===== config.mk =====
export PLATFORM = sky130hd
export DESIGN_NAME = stream_rr_arb
export DESIGN_NICKNAME = d
export VERILOG_FILES = /design/src/rtl/stream_rr_arb.sv
export SDC_FILE = /design/constraint.sdc
export NUM_CORES = 1
export LEC_CHECK = 0
export ABC_AREA = 1
export ABC_CLOCK_PERIOD_IN_PS = 1700
export CORE_MARGIN = 1
export CORE_UTILIZATION = 35
export DETAILED_ROUTE_END_ITERATION = 8
export PLACE_DENSITY = 0.79
export SETUP_SLACK_MARGIN = 0.15
export SLEW_MARGIN = 20
export SYNTH_ARGS = -nofsm -noshare
export SYNTH_HDL_FRONTEND = slang
export SYNTH_SLANG_ARGS = --single-unit

===== constraint.sdc =====
create_clock -name clock -period 1.7 [get_ports clock]
set_input_delay 0.255 -clock clock [delete_from_list [all_inputs] [get_ports clock]]
set_output_delay 0.255 -clock clock [all_outputs]
set_load 0.05 [all_outputs]

===== src/rtl/stream_rr_arb.sv =====
// Round-robin burst arbiter: merges NUM_REQ forward token streams into one
// downstream buffer, holding each grant for up to BURST_LEN beats.
package pkg_en;
    typedef struct packed {
        logic        v;
        logic [15:0] d;
    } FTk_t;

    typedef struct packed {
        logic n;
        logic t;
        logic v;
        logic c;
    } BTk_t;
endpackage

module stream_rr_arb #(
    parameter int  NUM_REQ   = 4,
    parameter int  BURST_LEN = 8,
    parameter type TYPE_FWRD = pkg_en::FTk_t
) (
    input  logic                clock,
    input  logic                reset,
    input  TYPE_FWRD            I_FTk [NUM_REQ],
    output pkg_en::BTk_t        O_BTk [NUM_REQ],
    output TYPE_FWRD            O_FTk,
    input  pkg_en::BTk_t        I_BTk,
    output logic [NUM_REQ-1:0]  O_Grant,
    output logic                O_Busy
);
    localparam int PW = (NUM_REQ > 1) ? $clog2(NUM_REQ) : 1;
    localparam int CW = $clog2(BURST_LEN) + 1;

    typedef enum logic [1:0] {IDLE, BUSY, STALL, RELEASE} state_t;

    state_t              state_reg, state_next;
    logic [NUM_REQ-1:0]  grant_reg, grant_next;
    logic [PW-1:0]       ptr_reg, ptr_next;
    logic [CW-1:0]       cnt_reg, cnt_next;
    logic [1:0]          nack_hist_reg, nack_hist_next;

    logic [NUM_REQ-1:0]  req_valid;
    logic [PW-1:0]       rr_idx;
    logic                rr_found;
    logic [PW-1:0]       grant_idx;
    logic                gnt_valid;
    logic                transfer;
    logic                holding;

    generate
        for (genvar gi = 0; gi < NUM_REQ; gi++) begin : g_valid
            assign req_valid[gi] = I_FTk[gi].v;
        end
    endgenerate

    // Search starts just after the last owner so every requester gets a turn.
    always_comb begin
        int cand;
        rr_found = 1'b0;
        rr_idx   = '0;
        cand     = 0;
        for (int k = 1; k <= NUM_REQ; k++) begin
            cand = int'(ptr_reg) + k;
            if (cand >= NUM_REQ) cand = cand - NUM_REQ;
            if (!rr_found && req_valid[PW'(cand)]) begin
                rr_found = 1'b1;
                rr_idx   = PW'(cand);
            end
        end
    end

    always_comb begin
        grant_idx = '0;
        for (int i = 0; i < NUM_REQ; i++) begin
            if (grant_reg[i]) grant_idx = PW'(i);
        end
    end

    assign gnt_valid = |(grant_reg & req_valid);
    assign transfer  = (state_reg == BUSY) && gnt_valid && !I_BTk.n;
    assign holding   = (state_reg == BUSY) || (state_reg == STALL);

    always_comb begin
        state_next     = state_reg;
        grant_next     = grant_reg;
        ptr_next       = ptr_reg;
        cnt_next       = cnt_reg;
        nack_hist_next = nack_hist_reg;
        case (state_reg)
            IDLE: begin
                if (rr_found) begin
                    grant_next         = '0;
                    grant_next[rr_idx] = 1'b1;
                    cnt_next           = '0;
                    state_next         = BUSY;
                end
            end
            BUSY: begin
                if (I_BTk.n) begin
                    // Stall entry counts as a Nack already seen.
                    nack_hist_next = 2'b11;
                    state_next     = STALL;
                end else if (gnt_valid) begin
                    cnt_next = cnt_reg + CW'(1);
                    if (cnt_reg == CW'(BURST_LEN - 1)) state_next = RELEASE;
                end else begin
                    state_next = RELEASE;
                end
            end
            STALL: begin
                nack_hist_next = {nack_hist_reg[0], I_BTk.n};
                if (!I_BTk.n && !nack_hist_reg[0]) state_next = BUSY;
            end
            RELEASE: begin
                ptr_next   = grant_idx;
                grant_next = '0;
                cnt_next   = '0;
                state_next = IDLE;
            end
            default: state_next = IDLE;
        endcase
    end

    always_ff @(posedge clock or negedge reset) begin
        if (!reset) begin
            state_reg     <= IDLE;
            grant_reg     <= '0;
            ptr_reg       <= PW'(NUM_REQ - 1);
            cnt_reg       <= '0;
            nack_hist_reg <= '0;
        end else begin
            state_reg     <= state_next;
            grant_reg     <= grant_next;
            ptr_reg       <= ptr_next;
            cnt_reg       <= cnt_next;
            nack_hist_reg <= nack_hist_next;
        end
    end

    assign O_FTk   = transfer ? I_FTk[grant_idx] : '0;
    assign O_Grant = grant_reg;
    assign O_Busy  = holding;

    always_comb begin
        for (int i = 0; i < NUM_REQ; i++) begin
            O_BTk[i]   = '0;
            O_BTk[i].n = 1'b1;
            if (holding && grant_reg[i]) begin
                O_BTk[i].n = I_BTk.n | (state_reg == STALL);
                O_BTk[i].t = I_BTk.t;
                O_BTk[i].v = I_BTk.v;
                O_BTk[i].c = I_BTk.c;
            end
        end
    end
endmodule

Word level (Yosys, flattened, before mapping):

Index checks and enable logic that the tools add are counted.

* input port bits: 74
* bits in registers: 13
* logic and storage cells: 115

* $add $sub $neg: 9
* order comparisons: 11
* bitwise logic cells: 3
* equal/unequal tests: 10
* mux-type cells: 51
* reductions and logical operators: 26

Operators with widths (count)
* 2-to-1 mux 17 bit: 3
* binary-select mux 17 bit (select 2 bit): 1
* 2-to-1 mux 4 bit: 8
* 2-to-1 mux 2 bit: 15
* < comparator 2 x 4 -> 1 bit, second input constant: 4
* 2-to-1 mux 1 bit: 15
* >= comparator 3 bit, second input constant: 4
* one-hot mux 4 bit (3 select lines): 1
* logical AND 1 bit: 11
* inequality test 2 bit, second input constant: 5
* binary-select mux 1 bit (select 2 bit): 4
* one-hot mux 2 bit (4 select lines): 1
* one-hot mux 4 bit (2 select lines): 1
* subtractor 2 x 1 -> 2 bit, second input constant: 4
* adder 2 x 2 -> 3 bit, second input constant: 2
* logical NOT 1 bit: 5
* adder 2 x 3 -> 4 bit, second input constant: 1
* adder 4 x 1 -> 4 bit, second input constant: 1
* AND 4 bit: 1
* == test 2 bit, second input constant: 2
* == test 4 x 3 -> 1 bit, second input constant: 1
* >= comparator 4 x 3 -> 1 bit, second input constant: 1
* inequality test 4 x 3 -> 1 bit, second input constant: 1
* AND reduction 2 bit: 2
* other kinds (15): 16

Logic depth before layout (Yosys ltp):

* depth after elaboration: 22
* gate-level depth with buffers: 14
* mapped depth without buffers: 12

Worst setup path before layout:

No wires, ideal clock.

* path kind: register to output
* start: register grant_reg[3], in the netlist O_Grant[3]
* end: output O_FTk[10] (netlist bit)
* cell stages (with the launch flop): 9
* setup slack: -0.904 ns
* data arrival time: 2.349 ns
* path buffers: 2
* cell sequence: dfrtp_1 buf_2 nand2_1 nand4_1 inv_1 nor2_1 clkinv_1 clkbuf_1 a21oi_1

RTL lines
* start: declaration: line 37 `logic [NUM_REQ-1:0] grant_reg, grant_next;`
* start signal: assignment: line 133 `grant_reg <= grant_next;`
* end: declaration: line 26 `output TYPE_FWRD O_FTk,`

==> metrics.md <==
| Metric | Value |
|---|---|
| Die area | 5600 sq um |
| Ports | 112 |
| Failing checks | design-rule violations, negative setup slack |
| Register bit total from synthesis | 13 |
| Post-DP HPWL | 5.97 mm |
| Max Freq | 0.476 GHz |
| Sink Count | 13 |
| Initial core utilization | 0.364 |
| Sequential share of the synthesized area | 0.176 |
| Total power | 8.60 mW |
| Clk Latency, worst-skew pair | 0.25 ns |
| Seq pwr share | 0.076 |
| Crit path time final | 2.10 ns |
| Yosys cell types | 35 |
| Vias | 3166 |
| Max_cap viols | 0 |
| Final setup violation count | 44 |
| Antenna Nets Post-Route | 0 |
| Maximum fanout along the worst path | 8 |
| First-pass GRT wire length | 15.9 mm |
| Fin area | 4660 sq um |
| Syn_nets | 397 |
| Int Power | 3.78 mW |
| NetSw | 4.82 mW |
| Final Hold Fails | 0 |
| CTS Root Buffer Type | clkbuf_8 |
| RSZ-0062 raised after global routing | true |
| H-Tree Depth | 1 |
| Grt total ovfl | 0 |
| Status | finished, violations left |
| Port Buf Inserts | 111 |
| Max_slew headroom | 0.529 |
| Worst path max stage delay | 0.48 ns |
| Clock Power Share | 0.035 |
| Mapped Area | 1860 sq um |
| Setup WS post-layout | -0.400 ns |
| DIE HEIGHT | 74.9 um |
| CTS tree | done |
| All-Layer GR Usage | 0.376 |
| Peak supply drop | 0.00107 V |
| Hold Crit Class | in -> async |
| Area occupied by multi-input gates | 1980 sq um |
| Worst Path Required | 1.44 ns |
| Period Utilization, post-route | 1.24 |
| Vias in the first global route | 3232 |
| Crit path max-delay family | buffers and inverters |
| Syn Area/Cell | 5.86 sq um |
| Core ar. | 5110 sq um |
| Worst slew pin tran | 0.704 ns |
| WP data arrival | 1.85 ns |
| Sw Ratio | 0.560 |
| Yosys Warn Count | 0 |
| Clk slew on worst S/H paths | 0.06 ns |
| Buf+Inv Stages, Crit Path | 4 |
| Clk_skew | 0.00416 ns |
| Hold Slack | 0.424 ns |
| Worst Setup Path Type | reg -> out |
| Num CTS Buffers | 3 |
| Crit-path cells | buf_4 > nor2_4 > buf_6 > nor2_1 > o21ai_0 > buf_4 > a21oi_4 > buf_12 |
| Pin count of the biggest net entering global routing | 19 |
| Gate count after technology mapping | 317 |
| Pwr dens | 1850 nW/um^2 |
| Dpl cell area | 3850 sq um |
| DRC | 4 |
| Power share of the combinational group | 0.889 |
| Share of post-route cells with drive strength above 1 | 0.480 |
| Post-layout utilization of the core | 0.913 |
| Fill cell count | 202 |
| Initial DRC Count | 344 |
| Worst Setup End Kind | output pin |
| Place WS | -0.332 ns |
| Clock Path Buffers | 2 |
| Routed len/inst | 21.5 um |
| Leakage | 1.99 nW |
| Area grow syn2layout | 151% |
| Most frequent cell on the critical path | buf_4 |
| Initial antenna violation count | 0 |
| Die width | 74.9 um |
| Slew Viols, Final | 0 |
| FF+latch area | 333 sq um |
| WL final | 11.9 mm |
| Final-stage net count | 564 |
| RePlAce Congestion | 0.871 |
| CP max-delay cell | dfrtp_2 |
| Antenna cells | 0 |
| Via density | 5.73 |
| Row cnt | 26 |
| First drt pass iteration count | 8 |
| Worst setup SP type | flip-flop |
[worst reg2reg max path, cell delays in order, from the launching register on]
cell      delay [ns]
dfrtp_2         0.48
nand2_2         0.09
nand4_1         0.15
buf_4           0.17
buf_6           0.10
buf_6           0.10
buf_6           0.10
buf_6           0.10
buf_6           0.11
nand2_4         0.05
o21ai_4         0.05
nand2_4         0.10
inv_4           0.06
nand3b_4        0.07
nand2_2         0.05
[worst paths after layout]
path,end,slack (ns),from,cells after the start
setup / recovery,O_FTk[6],-0.40,O_Grant[3],8
hold / removal,O_Grant[2],0.42,reset,1
hold reg to reg,cnt_reg[1],0.55,cnt_reg[1],2
setup reg to reg,cnt_reg[3],-0.23,O_Grant[2],14
max in group asynchronous,O_Grant[0],0.79,reset,1
min in group clock,cnt_reg[1],0.55,cnt_reg[1],2
[cell usage after synthesis, drive strengths merged]
master  count  area share
o21ai      43        0.12
nand3b      2       0.010
clkbuf      5       0.010
dfstp       2       0.028
a21oi      23       0.070
xor2        1      0.0047
buf         9       0.038
ha          6       0.040
inv        28       0.061
nand3      20       0.066
nand2      71        0.19
dfrtp      11        0.15
a21boi      1      0.0040
o21a        1      0.0040
nand4       4       0.013
nor2       88        0.19
clkinv      2      0.0040
[what timing repair did]
action / in CTS / in global routing
setup buffers: 22 / 6
setup endpoints to repair: 44 / 44
gates resized for setup: 97 / 42
endpoints found under the hold margin: 0 / 0
pin swaps: 35 / 13
gates cloned: 2 / 0
hold buffers: 0 / 0
[power groups by stage]
stage          clock, mW  sequential (mW)  combinational [mW]
4_1_cts            0.282            0.621                6.43
3_5_place_dp           0            0.615                5.11
5_1_grt            0.312            0.653                8.01
2_1_floorplan          0            0.654                3.48
3_3_place_gp           0            0.607                5.00
6_report           0.302            0.652                7.65
[cells by family (layout without fill, tap and decap cells)]
family                     after synthesis  in the layout  share of synthesized area
AOI/OAI and AO/OA                       68             68                      0.196
xor gates and xnor gates                 1              1                    0.00471
adders and majority gates                6              6                     0.0404
buffers and inverters                   44            210                      0.113
DFF                                     13             13                      0.176
and+or+nand+nor                        185            185                      0.469
[final cells by class]
type                            instances  share of cell area
Multi-Input combinational cell        260               0.424
Tap cell                               70              0.0188
Sequential cell                        13              0.0714
Clock buffer                            4             0.00966
Inverter                               30              0.0295
Timing Repair Buffer                  176               0.446
[cell usage in the layout (no fill, tap or decap), types with 2 or more instances in the layout]
cell	instances
clkdlybuf4s50_1	69
nor2_1	67
buf_4	47
nand2_1	36
buf_12	35
inv_1	19
nand2_4	19
o21ai_1	19
nor2_4	18
a21oi_4	18
nand2_2	14
o21ai_2	14
buf_6	14
nand3_2	10
o21ai_0	9
dfrtp_1	7
nand3_4	6
dfrtp_2	4
inv_2	4
nand4_1	4
a21oi_1	4
nand3_1	4
dlygate4sd2_1	4
buf_8	4
inv_6	3
ha_1	3
ha_4	3
clkbuf_8	3
buf_16	3
inv_4	2
nand2_8	2
nor2_2	2
dfstp_2	2
[through the flow]
step | TNS, ns | cells
finish | -11.00 | 553
global route | -12.91 | 553
CTS | -6.19 | 547
floorplan | -3.33 | 317
global placement | -6.03 | 519
detailed placement | -6.80 | 519
[metal layers]
layer | GRT usage | wire (um) | up-vias
li1 | - | - | 1355
met5 | 0 | 0 | -
met3 | 0.0924 | 1030 | 74
met1 | 0.420 | 4170 | 1513
met2 | 0.681 | 6040 | 224
met4 | 0.157 | 643 | 0
No activity file was read; power rests on OpenSTA's default activity.
